[src/rtl/booth_arb_pkg.sv]
// Shared types and constants for the Booth multiplier arbiter.
package booth_arb_pkg;

  typedef enum logic [1:0] {
    ST_IDLE  = 2'd0,
    ST_ISSUE = 2'd1,
    ST_WAIT  = 2'd2,
    ST_RESP  = 2'd3
  } state_e;

  localparam logic [1:0] SIGN_UU = 2'b00;
  localparam logic [1:0] SIGN_SU = 2'b01;
  localparam logic [1:0] SIGN_SS = 2'b11;

  localparam int unsigned DEF_TIMEOUT = 63;

endpackage

[src/rtl/booth_mult8_arbiter_rr_pick.sv]
// Combinational round-robin picker: first set request at or after ptr_i, wrapping.
module rr_pick #(
  parameter int unsigned N   = 4,
  parameter int unsigned IDW = 2
) (
  input  logic [N-1:0]   req_i,
  input  logic [IDW-1:0] ptr_i,
  output logic [N-1:0]   grant_o,
  output logic [IDW-1:0] id_o,
  output logic           any_o
);

  int unsigned idx;

  always_comb begin
    grant_o = '0;
    id_o    = '0;
    any_o   = 1'b0;
    idx     = 0;
    for (int unsigned k = 0; k < N; k++) begin
      idx = (32'(ptr_i) + k) % N;
      if (!any_o && req_i[idx]) begin
        any_o        = 1'b1;
        grant_o[idx] = 1'b1;
        id_o         = IDW'(idx);
      end
    end
  end

endmodule

[src/rtl/booth_mult8_arbiter.sv]
// Round-robin arbiter/sequencer sharing one 8-bit Booth multiplier among NREQ clients.
// Optional WAIT watchdog enabled by defining BOOTH_ARB_TIMEOUT_EN.
module booth_mult8_arbiter
  import booth_arb_pkg::*;
#(
  parameter int unsigned NREQ    = 4,
  parameter int unsigned TIMEOUT = DEF_TIMEOUT
) (
  input  logic              clk,
  input  logic              rst_n,
  input  logic [NREQ-1:0]   req_valid,
  input  logic [NREQ*8-1:0] req_multiplicand,
  input  logic [NREQ*8-1:0] req_multiplier,
  input  logic [NREQ*2-1:0] req_sign_mode,
  output logic [NREQ-1:0]   req_ready,
  output logic [NREQ-1:0]   rsp_valid,
  output logic [15:0]       rsp_product,
  output logic              rsp_error,
  output logic              core_start,
  output logic [7:0]        core_multiplicand,
  output logic [7:0]        core_multiplier,
  output logic [1:0]        core_sign_mode,
  input  logic [15:0]       core_product,
  input  logic              core_done,
  output logic              busy
);

  localparam int unsigned IDW = $clog2(NREQ);

  state_e            state_q, state_d;
  logic [IDW-1:0]    rr_ptr_q, rr_ptr_d;
  logic [IDW-1:0]    id_q;
  logic [7:0]        op_a_q, op_b_q;
  logic [1:0]        op_sm_q;
  logic [NREQ-1:0]   rsp_valid_q;
  logic [15:0]       rsp_product_q;
  logic              rsp_error_q;
  logic              core_start_q;
  logic              busy_q;

  logic [NREQ-1:0]   grant_c;
  logic [IDW-1:0]    win_id_c;
  logic              any_c;
  logic [7:0]        sel_a_c, sel_b_c;
  logic [1:0]        sel_sm_c;

  rr_pick #(.N(NREQ), .IDW(IDW)) u_rr_pick (
    .req_i   (req_valid),
    .ptr_i   (rr_ptr_q),
    .grant_o (grant_c),
    .id_o    (win_id_c),
    .any_o   (any_c)
  );

  // Operand mux for the winning slot (grant is one-hot).
  always_comb begin
    sel_a_c  = '0;
    sel_b_c  = '0;
    sel_sm_c = '0;
    for (int unsigned i = 0; i < NREQ; i++) begin
      if (grant_c[i]) begin
        sel_a_c  = req_multiplicand[i*8 +: 8];
        sel_b_c  = req_multiplier[i*8 +: 8];
        sel_sm_c = req_sign_mode[i*2 +: 2];
      end
    end
  end

`ifdef BOOTH_ARB_TIMEOUT_EN
  localparam int unsigned CNTW = $clog2(TIMEOUT + 1);
  logic [CNTW-1:0] wait_cnt_q;

  always_ff @(posedge clk) begin
    if (!rst_n)                  wait_cnt_q <= '0;
    else if (state_q != ST_WAIT) wait_cnt_q <= '0;
    else                         wait_cnt_q <= wait_cnt_q + CNTW'(1);
  end
`else
  logic unused_timeout_c;
  assign unused_timeout_c = ^TIMEOUT;
`endif

  always_comb begin
    state_d  = state_q;
    rr_ptr_d = rr_ptr_q;
    case (state_q)
      ST_IDLE:  if (any_c) state_d = ST_ISSUE;
      ST_ISSUE: state_d = ST_WAIT;
      ST_WAIT: begin
        if (core_done) state_d = ST_RESP;
`ifdef BOOTH_ARB_TIMEOUT_EN
        else if (wait_cnt_q == CNTW'(TIMEOUT)) state_d = ST_RESP;
`endif
      end
      ST_RESP: begin
        state_d  = ST_IDLE;
        rr_ptr_d = (id_q == IDW'(NREQ - 1)) ? '0 : id_q + IDW'(1);
      end
      default: state_d = ST_IDLE;
    endcase
  end

  always_ff @(posedge clk) begin
    if (!rst_n) begin
      state_q       <= ST_IDLE;
      rr_ptr_q      <= '0;
      id_q          <= '0;
      op_a_q        <= '0;
      op_b_q        <= '0;
      op_sm_q       <= '0;
      rsp_valid_q   <= '0;
      rsp_product_q <= '0;
      rsp_error_q   <= 1'b0;
      core_start_q  <= 1'b0;
      busy_q        <= 1'b0;
    end else begin
      state_q      <= state_d;
      rr_ptr_q     <= rr_ptr_d;
      core_start_q <= (state_d == ST_ISSUE);
      busy_q       <= (state_d != ST_IDLE);
      rsp_valid_q  <= '0;
      if (state_q == ST_IDLE && any_c) begin
        id_q    <= win_id_c;
        op_a_q  <= sel_a_c;
        op_b_q  <= sel_b_c;
        op_sm_q <= sel_sm_c;
      end
      if (state_q == ST_WAIT && state_d == ST_RESP) begin
        rsp_valid_q <= NREQ'(1) << id_q;
`ifdef BOOTH_ARB_TIMEOUT_EN
        rsp_product_q <= core_done ? core_product : '0;
        rsp_error_q   <= !core_done;
`else
        rsp_product_q <= core_product;
        rsp_error_q   <= 1'b0;
`endif
      end
    end
  end

  // Grant is visible in the same IDLE cycle the request is seen.
  assign req_ready         = (rst_n && state_q == ST_IDLE) ? grant_c : '0;
  assign rsp_valid         = rsp_valid_q;
  assign rsp_product       = rsp_product_q;
  assign rsp_error         = rsp_error_q;
  assign core_start        = core_start_q;
  assign core_multiplicand = op_a_q;
  assign core_multiplier   = op_b_q;
  assign core_sign_mode    = op_sm_q;
  assign busy              = busy_q;

endmodule

[config.mk]
export PLATFORM = sky130hd
export DESIGN_NAME = booth_mult8_arbiter
export DESIGN_NICKNAME = d
export VERILOG_FILES = /design/src/rtl/booth_arb_pkg.sv /design/src/rtl/booth_mult8_arbiter_rr_pick.sv /design/src/rtl/booth_mult8_arbiter.sv
export SDC_FILE = /design/constraint.sdc
export NUM_CORES = 1
export LEC_CHECK = 0
export BUFFER_PORTS_ARGS = -buffer_cell sky130_fd_sc_hd__buf_2
export CAP_MARGIN = 25
export CORE_MARGIN = 5
export CORE_UTILIZATION = 44
export DETAILED_ROUTE_END_ITERATION = 10
export PLACE_DENSITY_LB_ADDON = 0.25
export SYNTH_ARGS = -nofsm -noshare
export SYNTH_HDL_FRONTEND = slang
export SYNTH_SLANG_ARGS = --single-unit
[constraint.sdc]
create_clock -name clk -period 3.48 [get_ports clk]
set_input_delay 0.696 -clock clk [delete_from_list [all_inputs] [get_ports clk]]
set_output_delay 0.696 -clock clk [all_outputs]
set_load 0.1 [all_outputs]
== Word level (Yosys, flattened, before mapping) ==
Cells that the tools add are included.

* Bits in registers: 46
* Output and inout bits: 45

* $add $sub $neg: 4
* Magnitude comparators: 8
* Eq/ne operators: 6
* Shift operators: 1
* Multiplexer cells: 45
* Bitwise operators: 3
* Reductions and logical operators: 16

{| class="wikitable"
|+ Operator list
! operator !! number
|-
| $mux 8 || 8
|-
| $mux 2 || 11
|-
| $mux 4 || 5
|-
| $lt 2x3->1 const B || 4
|-
| $mux 1 || 12
|-
| $or 4x4->4 || 3
|-
| $logic_and 1x1->1 || 10
|-
| $bmux 1 s2 || 4
|-
| $demux 1 s2 || 4
|-
| $eq 2x2->1 const B || 4
|-
| $ge 2x1->1 const B || 4
|-
| $pmux 2 s4 || 1
|-
| $add 2x1->2 const B || 2
|-
| $add 2x2->2 const B || 2
|-
| $eq 2x1->1 const B || 2
|-
| $shl 1x2->4 const A || 1
|-
| $logic_not 1->1 || 3
|-
| $logic_not 2->1 || 1
|-
| $reduce_and 2->1 || 1
|-
| $reduce_bool 2->1 || 1
|}

== Logic depth before layout (Yosys ltp) ==
Gate-level depths: netlist of the first run.

* Depth after elaboration: 17
* Depth in mapped cells: 12
* Depth with buffers taken out: 8

== Cells and area by module ==
Synthesis of the first run repeated with hierarchy kept, for this count alone.

* Cell total of the unflattened synthesis: 283
* Area, all modules: 2643.8 um^2

{| class="wikitable"
|+ Modules (own cells, without submodules)
! module !! times used !! cells each !! area each (um^2) !! seq. area each (um^2)
|-
| booth_mult8_arbiter || 1 || 238 || 2222.1 || 920.9
|-
| rr_pick || 1 || 45 || 421.7 || 0.0
|}

== Worst setup path after synthesis of the first run ==
No wires, ideal clock.

* Kind: register to output
* Start point: reg rr_ptr_q[0]
* End point: out req_ready[1]
* Data arrival time: 3.865 ns
* Data required time: 2.784 ns
* Slack: -1.081 ns
* Stages on the path, launching flop included: 11
* Buffers on the path: 3
* Cells stage by stage: dfxtp_1 > buf_2 > inv_1 > ha_1 > mux4_2 > buf_2 > nand3b_1 > a21oi_1 > a21o_1 > buf_2 > nor2b_1

* Word-level cells in the longest chain between the ends: 13
* Elaborated cells between the ends (all ways): 48

{| class="wikitable"
|+ Ends and longest elaborated chain
! what !! RTL line !! source
|-
| start, declared || booth_mult8_arbiter.sv:31 || <nowiki>logic [IDW-1:0] rr_ptr_q, rr_ptr_d;</nowiki>
|-
| start signal, assigned || booth_mult8_arbiter.sv:118 || <nowiki>rr_ptr_q <= rr_ptr_d;</nowiki>
|-
| parallel branches: the longest is 11 deep, another holds $lt 2x3->1 || - ||
|-
| $mux 4 * || booth_mult8_arbiter_rr_pick.sv:22 || <nowiki>if (!any_o && req_i[idx]) begin</nowiki>
|-
| $mux 4 * || booth_mult8_arbiter.sv:142 || <nowiki>assign req_ready = (rst_n && state_q == ST_IDLE) ? grant_c : '0;</nowiki>
|-
| end, declared || booth_mult8_arbiter.sv:15 || <nowiki>output logic [NREQ-1:0] req_ready,</nowiki>
|}

Every way passes the cells marked *. The select of a mux whose other input is x is not followed.

== Worst setup path in the final report of the first run ==
* Start point: reg rr_ptr_q[1]
* End point: out req_ready[1]

The elaborated chain is that of the path after synthesis.

==> impl_results.md, run 1 <==
* FF-to-FF End: core_multiplicand[4]
* Initial DRC count at 176
* Min Hold Slack at 0.458 ns
* Die area at 9100 um2
* Final Wtd Congestion at 0.939
* Unrepaired setup endpoints after global routing: no
* Core area at 7180 um2
* Crit path largest cell delay at 0.39 ns
* Tightest Pin Transition at 0.970 ns
* Relative slew slack at 35.1%
* Cell taking the most area after synthesis: dfxtp_1
* Top cells by area, synth: dfxtp_1 29%, nand2_1 6.8%, a21boi_0 5.4%
* Synth Instances at 409
* DR vias/cell at 5.52
* First-pass GRT wire length at 16,000 um
* Clock slew at reported path FFs at 0.09 ns
* Initial antenna violation count at 0
* Met2 Wirelength at 4810 um
* # IOs at 140
* Post-synthesis cell type count at 44
* Critical Path Slowest Stage Cell: ha_1
* Layout Utilization at 59.3%
* Worst r2r path cells at 9
* Post-CTS sizing at 0
* Worst-path cell chain: inv_1, ha_1, mux4_2, buf_4, nand3b_1, a21oi_2, a21o_1, nor2b_4, buf_12
* Max-cap viol count at 0
* Hold_buf cts at 0
* Design Area, Final at 4260 um2
* Routed WL per cell at 15.5 um
* CP delay by family, top: buffers and inverters
* Die X-Extent at 95.4 um
* Fin Setup TNS at 0 ns
* DR top layer: met4
* Ant diodes at 0
* CTS Sinks at 46
* Worst Hold Depth at 2
* Crit. End Element: output port
* First-pass DRT Iterations at 4
* Outcome: completed
* Fin. Hold Viols at 0
* FF-to-FF Start: rr_ptr_q[1]
* IO buf count at 138
* Post-synth EDFFs at 0
* # nets final at 642
* Die Y-Extent at 95.4 um
* Mapped Area at 3210 um2
* # DRC at 0
* WP data arrival at 2.59 ns
* Worst-Skew Late Latency at 0.30 ns
* Final HPWL DP at 7410 um
* CP Class: flip-flop to output port
* Worst hold path class: flip-flop to flip-flop
* Placed Area at 4120 um2
* Ys flop type: dfxtp_1
* Htree depth at 2
* WHS Endpoint: rsp_product[8]
* Mean Syn Cell Area at 7.85 um2
* Mapped Nets at 516
* Layout area overhead at 32.6%
* Warnings from Yosys at 0
* Initial core utilization at 44.7%
* Tcrit/Tclk final at 94.5%
* DP Cell Count at 627
* Critical path data required time at 2.78 ns
* Via count at 3,506
* Area of the multi-input gates at 2050 um2
* Register area at 922 um2
* Final wirelength at 9850 um
* Row Count at 31
* Leakage at 1.86 nW
* Clk Tree Root Cell: clkbuf_8
* Vias in the first global route at 3,400
* Clock Skew at 0.0114 ns
* Hold Startpoint: rsp_product[8]
* Num CTS Buffers at 5
* FF+latch count, synth at 46
* Pin count of the biggest net entering global routing at 42
* Maximum clock path buffer count at 2
* Post-route setup slack at 0.191 ns
* Antenna Nets Post-Route at 0
* WL met1 at 4300 um
* Startpoint Class: flip-flop
* Reg2reg setup slack at 0.47 ns
* Setup WS pre-CTS at 0.296 ns
* Share of cells above drive strength 1 at 33.8%
* Gr usage total at 21.6%
* Fin crit period at 3.29 ns
* Met3 wire length at 628 um
* Grt total ovfl at 0
* Async SR Flop Fraction at 0%
* Tot Pwr at 3.85 mW
* Pwr/cell area at 904 nW/um2
* CP bufs+invs at 3
* F_max at 0.304 GHz
* TritonCTS clock tree: yes
* Final Non-Filler Cells at 635
* Top cell type's share of synthesized area at 28.7%
* # setup viols final at 0
* CP Max Fanout at 12
* Peak VDD IR at 413 uV
* Register area share after synthesis at 28.7%
* Post-CTS Setup Bufs at 0
* Final slew viol count at 0
* Critical path origin: rr_ptr_q[1]
* Fillcell total at 658
-- flip-flops by register name, indices dropped and copies added, names as in the netlist --
register,count
rsp_product,16
core_multiplier,8
rsp_valid,4
busy,1
state_q,2
core_multiplicand,8
id_q,2
rr_ptr_q,2
core_sign_mode,2
core_start,1
-- area by class of cell --
type / instances / share of cell area, %
repair buffers: 156 / 21.4
well taps: 99 / 2.91
flip-flops and latches: 46 / 21.7
multi-input cells: 297 / 48.3
clock inverters: 3 / 1.62
clock buffers: 5 / 1.62
inverters: 29 / 2.56
-- worst max path at each step --
stage	end	slack [ns]	cells after the start
floorplan	req_ready[1]	-0.05	10
global placement	req_ready[1]	0.34	7
detailed placement	core_multiplicand[4]	0.30	8
CTS	req_ready[1]	0.18	9
global route	req_ready[1]	0.06	9
finish	req_ready[1]	0.19	9
-- Yosys cell counts, types with 2 or more instances --
| cell | instances |
|---|---|
| inv_1 | 29 |
| nand3_1 | 19 |
| nor3b_1 | 18 |
| a21boi_1 | 12 |
| mux2i_1 | 3 |
| a22o_1 | 2 |
| nor4_1 | 3 |
| mux4_2 | 4 |
| a211oi_1 | 18 |
| buf_6 | 2 |
| o21ai_1 | 2 |
| nor2b_1 | 5 |
| o21ai_0 | 23 |
| nand2b_1 | 3 |
| a21o_1 | 2 |
| buf_2 | 11 |
| nand2_1 | 58 |
| dfxtp_1 | 46 |
| ha_1 | 12 |
| o211ai_1 | 18 |
| clkbuf_1 | 22 |
| nand3b_1 | 3 |
| nor2_1 | 7 |
| a21boi_0 | 23 |
| a2111oi_0 | 18 |
| nand4_1 | 18 |
| a21oi_1 | 10 |
| nand2_2 | 2 |
-- where the power goes --
group          total [mW]  switching (mW)  internal, mW  leakage [nW]
combinational        2.58            1.94         0.646          1.42
sequential          0.782          0.0881         0.694         0.377
clock               0.486           0.198         0.288        0.0683
total                3.85            2.22          1.63          1.86
-- cells by family (layout without fill, tap and decap cells) --
| logic type | after synthesis | in the layout | synth area share, % |
|---|---|---|---|
| simple gates | 141 | 141 | 23.3 |
| compound gates | 135 | 135 | 30.4 |
| buf+inv | 66 | 193 | 8.73 |
| other cells | 1 | 1 | 0.117 |
| flops | 46 | 46 | 28.7 |
| fa+ha+maj | 12 | 12 | 4.68 |
| mux | 8 | 8 | 4.09 |
-- placed cells by master (no fill, tap or decap), types with 2 or more instances in the layout --
| master | n |
|---|---|
| buf_4 | 16 |
| nor2_1 | 7 |
| nand3_1 | 19 |
| mux4_2 | 4 |
| nand3b_1 | 3 |
| a2111oi_0 | 18 |
| mux2i_1 | 3 |
| a22o_1 | 2 |
| buf_12 | 6 |
| a21oi_1 | 6 |
| o21ai_0 | 23 |
| clkbuf_8 | 5 |
| ha_1 | 12 |
| a21o_1 | 2 |
| nand2_2 | 2 |
| a21boi_1 | 12 |
| nor2b_1 | 4 |
| a21boi_0 | 23 |
| nand4_1 | 18 |
| o21ai_1 | 2 |
| nand2b_1 | 3 |
| buf_2 | 134 |
| a211oi_1 | 18 |
| o211ai_1 | 18 |
| nand2_1 | 58 |
| inv_1 | 29 |
| dfxtp_1 | 45 |
| nor4_1 | 3 |
| a21oi_4 | 3 |
| bufinv_16 | 2 |
| nor3b_1 | 18 |
-- layer usage --
metal  up-vias  track usage [%]
met5         -                0
met4         0             5.45
met3        11             3.79
met2       127             36.4
met1      1621             28.6
li1       1747                -
-- worst register-to-register path, cell delays in order, from the launching register on --
cell and delay, ns:
dfxtp_1 0.34, inv_1 0.10, ha_1 0.39, mux4_2 0.37, buf_4 0.20, a21o_1 0.20, o21ai_1 0.24, nand2_1 0.41
a2111oi_0 0.51, a211oi_1 0.14
Power figures use the tool's default switching activity.
==> inputs of run 2 (changes only) <==
==> constraint.sdc (replaced) <==
create_clock -name clk -period 3.48 [get_ports clk]
set_input_delay 0.348 -clock clk [delete_from_list [all_inputs] [get_ports clk]]
set_output_delay 0.348 -clock clk [all_outputs]
set_load 0.1 [all_outputs]
==> run 2 against run 1 <==
- fmax is essentially flat
- global-route usage fell by 0.27 points
- power is 3.1% lower
- non-clock buffer count is 3 lower
- critical path type unchanged
==> impl_results.md, run 2 (synthesized netlist as in run 1, its figures left out) <==
* # setup viols final at 0
* # DRC at 0
* Initial core utilization at 44.7%
* Worst path most repeated cell: buf_4
* F_max at 0.304 GHz
* DR vias/cell at 5.59
* Post-route setup slack at 0.189 ns
* Critical path data required time at 3.13 ns
* Gr usage total at 21.3%
* Pwr/cell area at 897 nW/um2
* Setup WS pre-CTS at 0.561 ns
* Final Wtd Congestion at 0.895
* Worst-path cell chain: inv_1, ha_1, mux4_2, nor4b_4, buf_4, nand2_2, buf_4, a21oi_4, buf_12
* Clock Skew at 0.0134 ns
* Num CTS Buffers at 5
* IO buf count at 138
* Core area at 7180 um2
* Final wirelength at 9940 um
* Pin count of the biggest net entering global routing at 43
* Final slew viol count at 0
* CTS Sinks at 46
* Most frequent cells in the layout: 134 x buf_2, 58 x nand2_1, 46 x dfxtp_1, 29 x inv_1
* Clock slew at reported path FFs at 0.11 ns
* Row Count at 31
* Vias in the first global route at 3,314
* Post-CTS sizing at 0
* Share of cells above drive strength 1 at 33.0%
* Worst-Skew Late Latency at 0.31 ns
* Final HPWL DP at 7270 um
* Die area at 9100 um2
* Area of the multi-input gates at 2030 um2
* Initial antenna violation count at 0
* Tcrit/Tclk final at 94.6%
* Maximum clock path buffer count at 2
* Fin crit period at 3.29 ns
* Clk Tree Root Cell: clkbuf_8
* Die X-Extent at 95.4 um
* Commonest non-fill, non-tap cell in the layout: buf_2
* Fin. Hold Viols at 0
* CP Max Fanout at 37
* Initial DRC count at 231
* Ant diodes at 0
* First-pass GRT wire length at 15,600 um
* DP Cell Count at 624
* Via count at 3,535
* Leakage at 1.82 nW
* Number of flip-flops in the largest register at 16
* Relative slew slack at 31.7%
* Grt total ovfl at 0
* Final Non-Filler Cells at 632
* Routed WL per cell at 15.7 um
* WP data arrival at 2.94 ns
* Post-CTS Setup Bufs at 0
* TritonCTS clock tree: yes
* CP Class: flip-flop to output port
* Hold_buf cts at 0
* Startpoint Class: flip-flop
* Layout area overhead at 29.6%
* Max-cap viol count at 0
* # nets final at 639
* Peak VDD IR at 809 uV
* Crit. End Element: output port
* Crit path largest cell delay at 0.48 ns
* CP bufs+invs at 4
* Critical Path Slowest Stage Cell: mux4_2
* Unrepaired setup endpoints after global routing: no
* CP delay by family, top: buffers and inverters
* Tightest Pin Transition at 1.02 ns
* Fillcell total at 692
* Htree depth at 2
* Die Y-Extent at 95.4 um
* First-pass DRT Iterations at 5
* Register area at 921 um2
* Worst hold path class: input pin to flip-flop
* Outcome: completed
* Antenna Nets Post-Route at 0
* # IOs at 140
[run 2: cell types whose count changed in the layout (fill, tap and decap cells not counted), sizes merged]
cell    before  now
bufinv       2    1
buf        156  153
inv         29   30
[run 2: power breakdown]
part / total [mW] / switching, mW / internal (mW)
sequential: 0.785 / 0.0915 / 0.694
combinational: 2.53 / 1.92 / 0.607
clock: 0.415 / 0.199 / 0.216
[run 2: area by class of cell]
type | instances | share of cell area [%]
sequential | 46 | 22.1
tap | 99 | 2.98
clock inverter | 3 | 1.05
inverter | 29 | 2.62
multi-input combinational | 297 | 48.8
timing repair buffer | 153 | 20.8
clock buffer | 5 | 1.65
[run 2: worst paths after layout]
kind | from | slack [ns] | to | cells past startpoint
worst max register to register | rr_ptr_q[1] | 0.39 | core_multiplier[7] | 10
worst min-delay path | req_multiplier[0] | 0.26 | core_multiplier[0] | 3
worst min register to register | rsp_product[8] | 0.46 | rsp_product[8] | 2
worst max-delay path | rr_ptr_q[1] | 0.19 | req_ready[3] | 9
[run 2: stage by stage]
stage	TNS, ns	total power [mW]	util [%]	hold slack [ns]	area [um2]
6_report	0	3.73	58.0	0.265	4160
5_1_grt	0	3.95	58.0	0.270	4160
4_1_cts	0	3.74	58.0	0.268	4160
3_5_place_dp	0	3.31	56.4	0.450	4050
3_3_place_gp	0	3.29	56.4	0.437	4050
2_1_floorplan	-0.212	2.80	-	0.469	3230
[run 2: layer usage]
layer  part of all wire [%]  vias up  track usage [%]  wire (um)
met5                      0        -                0          0
met4                    1.6        0             6.28        163
met3                    8.0       20             4.34        790
met2                     48      153             35.9       4720
met1                     43     1619             27.6       4260
li1                       -     1743                -          -
[run 2: worst min-delay path, delay by kind of cell]
| kind | cells | cell delay (ns) |
|---|---|---|
| and+or+nand+nor | 1 | 0.04 |
| buffers and inverters | 1 | 0.09 |
| AOI/OAI and AO/OA | 1 | 0.05 |
==> inputs of run 3 (changes only) <==
--- a/config.mk
+++ b/config.mk
@@ -5,10 +5,11 @@
 export SDC_FILE = /design/constraint.sdc
 export NUM_CORES = 1
 export LEC_CHECK = 0
+export ABC_AREA = 1
 export BUFFER_PORTS_ARGS = -buffer_cell sky130_fd_sc_hd__buf_2
 export CAP_MARGIN = 25
 export CORE_MARGIN = 5
-export CORE_UTILIZATION = 44
+export CORE_UTILIZATION = 42
 export DETAILED_ROUTE_END_ITERATION = 10
 export PLACE_DENSITY_LB_ADDON = 0.25
 export SYNTH_ARGS = -nofsm -noshare
==> run 3 against run 2 <==
- clock skew decreased by 0.0064 ns
- fmax increased by 7.5%
- synthesized cell count unchanged
- first-iteration DRC count decreased by 42%
- clock power decreased by 8.2%
- worst hold slack improved by 0.058 ns
- setup slack improved by 0.23 ns
- count of clock-buffer cells in the layout increased by 2
- sequential cell count unchanged
- sequential share of layout area increased by 2.4 points
==> impl_results.md, run 3 <==
* # IOs at 140
* Die Y-Extent at 93.7 um
* Commonest non-fill, non-tap cell in the layout: buf_2
* Worst Hold Depth at 3
* Final slew viol count at 0
* Hold_buf cts at 0
* Cell Int Power at 1.42 mW
* Gate power share at 67.8%
* Share of cells above drive strength 1 at 37.3%
* Fin Setup TNS at 0 ns
* Startpoint Class: flip-flop
* Number of flip-flops in the largest register at 16
* DR vias/cell at 5.04
* Post-CTS sizing at 0
* Tightest Pin Transition at 0.742 ns
* Ys flop type: dfxtp_1
* FF+latch count, synth at 46
* Core area at 6790 um2
* Row Count at 30
* Num CTS Buffers at 5
* Unrepaired setup endpoints after global routing: no
* # DRC at 0
* Tot Pwr at 3.64 mW
* Relative slew slack at 50.5%
* Most frequent cell after synthesis: a21oi_1
* F_max at 0.327 GHz
* CTS Sinks at 46
* Vias in the first global route at 3,027
* Die X-Extent at 93.7 um
* Mean Syn Cell Area at 7.19 um2
* Sequential power share at 21.8%
* Area of the multi-input gates at 1700 um2
* Clock slew at reported path FFs at 0.08 ns
* Worst-Skew Late Latency at 0.29 ns
* IO buf count at 138
* Clock Power Share at 10.5%
* Synth Instances at 409
* Async SR Flop Fraction at 0%
* Post-CTS Setup Bufs at 0
* Leakage at 1.95 nW
* Most frequent cells in the layout: 138 x buf_2, 80 x a21oi_1, 77 x nand2_1, 46 x dfxtp_1, 38 x inv_1
* Clk Tree Root Cell: clkbuf_8
* Post-route setup slack at 0.420 ns
* CP Class: flip-flop to output port
* Die area at 8770 um2
* Max-cap viol count at 0
* Fin crit period at 3.06 ns
* Tcrit/Tclk final at 87.9%
* Cell taking the most area after synthesis: dfxtp_1
* Pin count of the biggest net entering global routing at 37
* Initial antenna violation count at 0
* Min Hold Slack at 0.323 ns
* First-pass GRT wire length at 13,900 um
* Layout area overhead at 27.5%
* Mapped Nets at 516
* Final HPWL DP at 6800 um
* Sw frac at 61.1%
* Critical path data required time at 3.13 ns
* Crit. End Element: output port
* # nets final at 642
* TritonCTS clock tree: yes
* Worst r2r path cells at 11
* Initial DRC count at 134
* Register area at 921 um2
* Post-synth EDFFs at 0
* Top cell type's share of synthesized area at 31.3%
* Via count at 3,184
* Grt total ovfl at 0
* Outcome: completed
* Initial core utilization at 43.3%
* Fillcell total at 680
* Routed WL per cell at 13.7 um
* Layout Utilization at 55.2%
* Top post-synthesis cells by count: 80 x a21oi_1, 77 x nand2_1, 46 x dfxtp_1
* Peak VDD IR at 490 uV
* Worst hold path class: input pin to flip-flop
* Ant diodes at 0
* Gr usage total at 19.2%
* Warnings from Yosys at 0
* CP Max Fanout at 7
* # setup viols final at 0
* Fin. Hold Viols at 0
* Htree depth at 2
* Antenna Nets Post-Route at 0
* Mapped Area at 2940 um2
* NetSw at 2.23 mW
* Top cells by area, synth: dfxtp_1 31%, a21oi_1 14%, nand2_1 9.8%
* Setup WS pre-CTS at 0.735 ns
* First-pass DRT Iterations at 4
* Pwr/cell area at 971 nW/um2
* Clock Skew at 0.00697 ns
* WP data arrival at 2.71 ns
* Register area share after synthesis at 31.3%
* Post-synthesis cell type count at 33
* Maximum clock path buffer count at 2
* Final wirelength at 8660 um
* Final Wtd Congestion at 0.884
[run 3: final cells by class]
type	count	share of cell area [%]
Clock buffer	7	2.04
Clock inverter	1	0.801
Inverter	44	4.47
Multi-Input combinational cell	294	45.3
Sequential cell	46	24.6
Tap cell	96	3.20
Timing Repair Buffer	144	19.6
[run 3: per-layer routing]
metal  global-route usage (%)  vias up  wire length, um
met5                        0        -                0
met4                     4.93        0               99
met3                     5.85        8              956
met2                     31.7      143             3920
met1                     24.2     1416             3690
li1                         -     1617                -
[run 3: cell families (layout without fill, tap and decap cells)]
| logic type | after synthesis | after routing | synth area share, % |
|---|---|---|---|
| AO/OA/AOI/OAI | 120 | 120 | 22.8 |
| adder cells (fa/ha/maj) | 12 | 12 | 5.11 |
| other | 1 | 1 | 0.128 |
| AND/OR/NAND/NOR | 161 | 161 | 29.8 |
| flip-flops | 46 | 46 | 31.3 |
| buffers and inverters | 69 | 196 | 10.9 |
[run 3: worst max-delay path, stage by stage (launching register included)]
cell     delay, ns
dfxtp_1       0.50
inv_1         0.22
ha_1          0.37
inv_1         0.12
nand3_1       0.08
nand2_1       0.14
nand2_2       0.09
nor2_4        0.13
nand2_1       0.11
nand3_4       0.09
nand2_1       0.06
inv_1         0.07
buf_2         0.43
[run 3: worst paths after layout]
kind	to	slack, ns	start
worst min register to register	rsp_product[1]	0.47	rsp_product[1]
worst min-delay path	rsp_product[1]	0.32	core_product[1]
worst max register to register	id_q[1]	0.81	rr_ptr_q[1]
worst max-delay path	req_ready[2]	0.42	rr_ptr_q[1]
[run 3: power groups by stage]
stage	registers (mW)	clock network, mW	logic [mW]
finish	0.792	0.381	2.47
global route	0.814	0.420	2.66
CTS	0.794	0.397	2.47
detailed placement	0.802	0	2.47
global placement	0.800	0	2.46
floorplan	1.79	0	1.07
[run 3: metrics by stage]
stage / std cells / instance area, um2
after floorplan: 409 / 2940
after global routing: 632 / 3750
final: 632 / 3750
after CTS: 632 / 3750
after detailed placement: 624 / 3640
after global placement: 624 / 3640
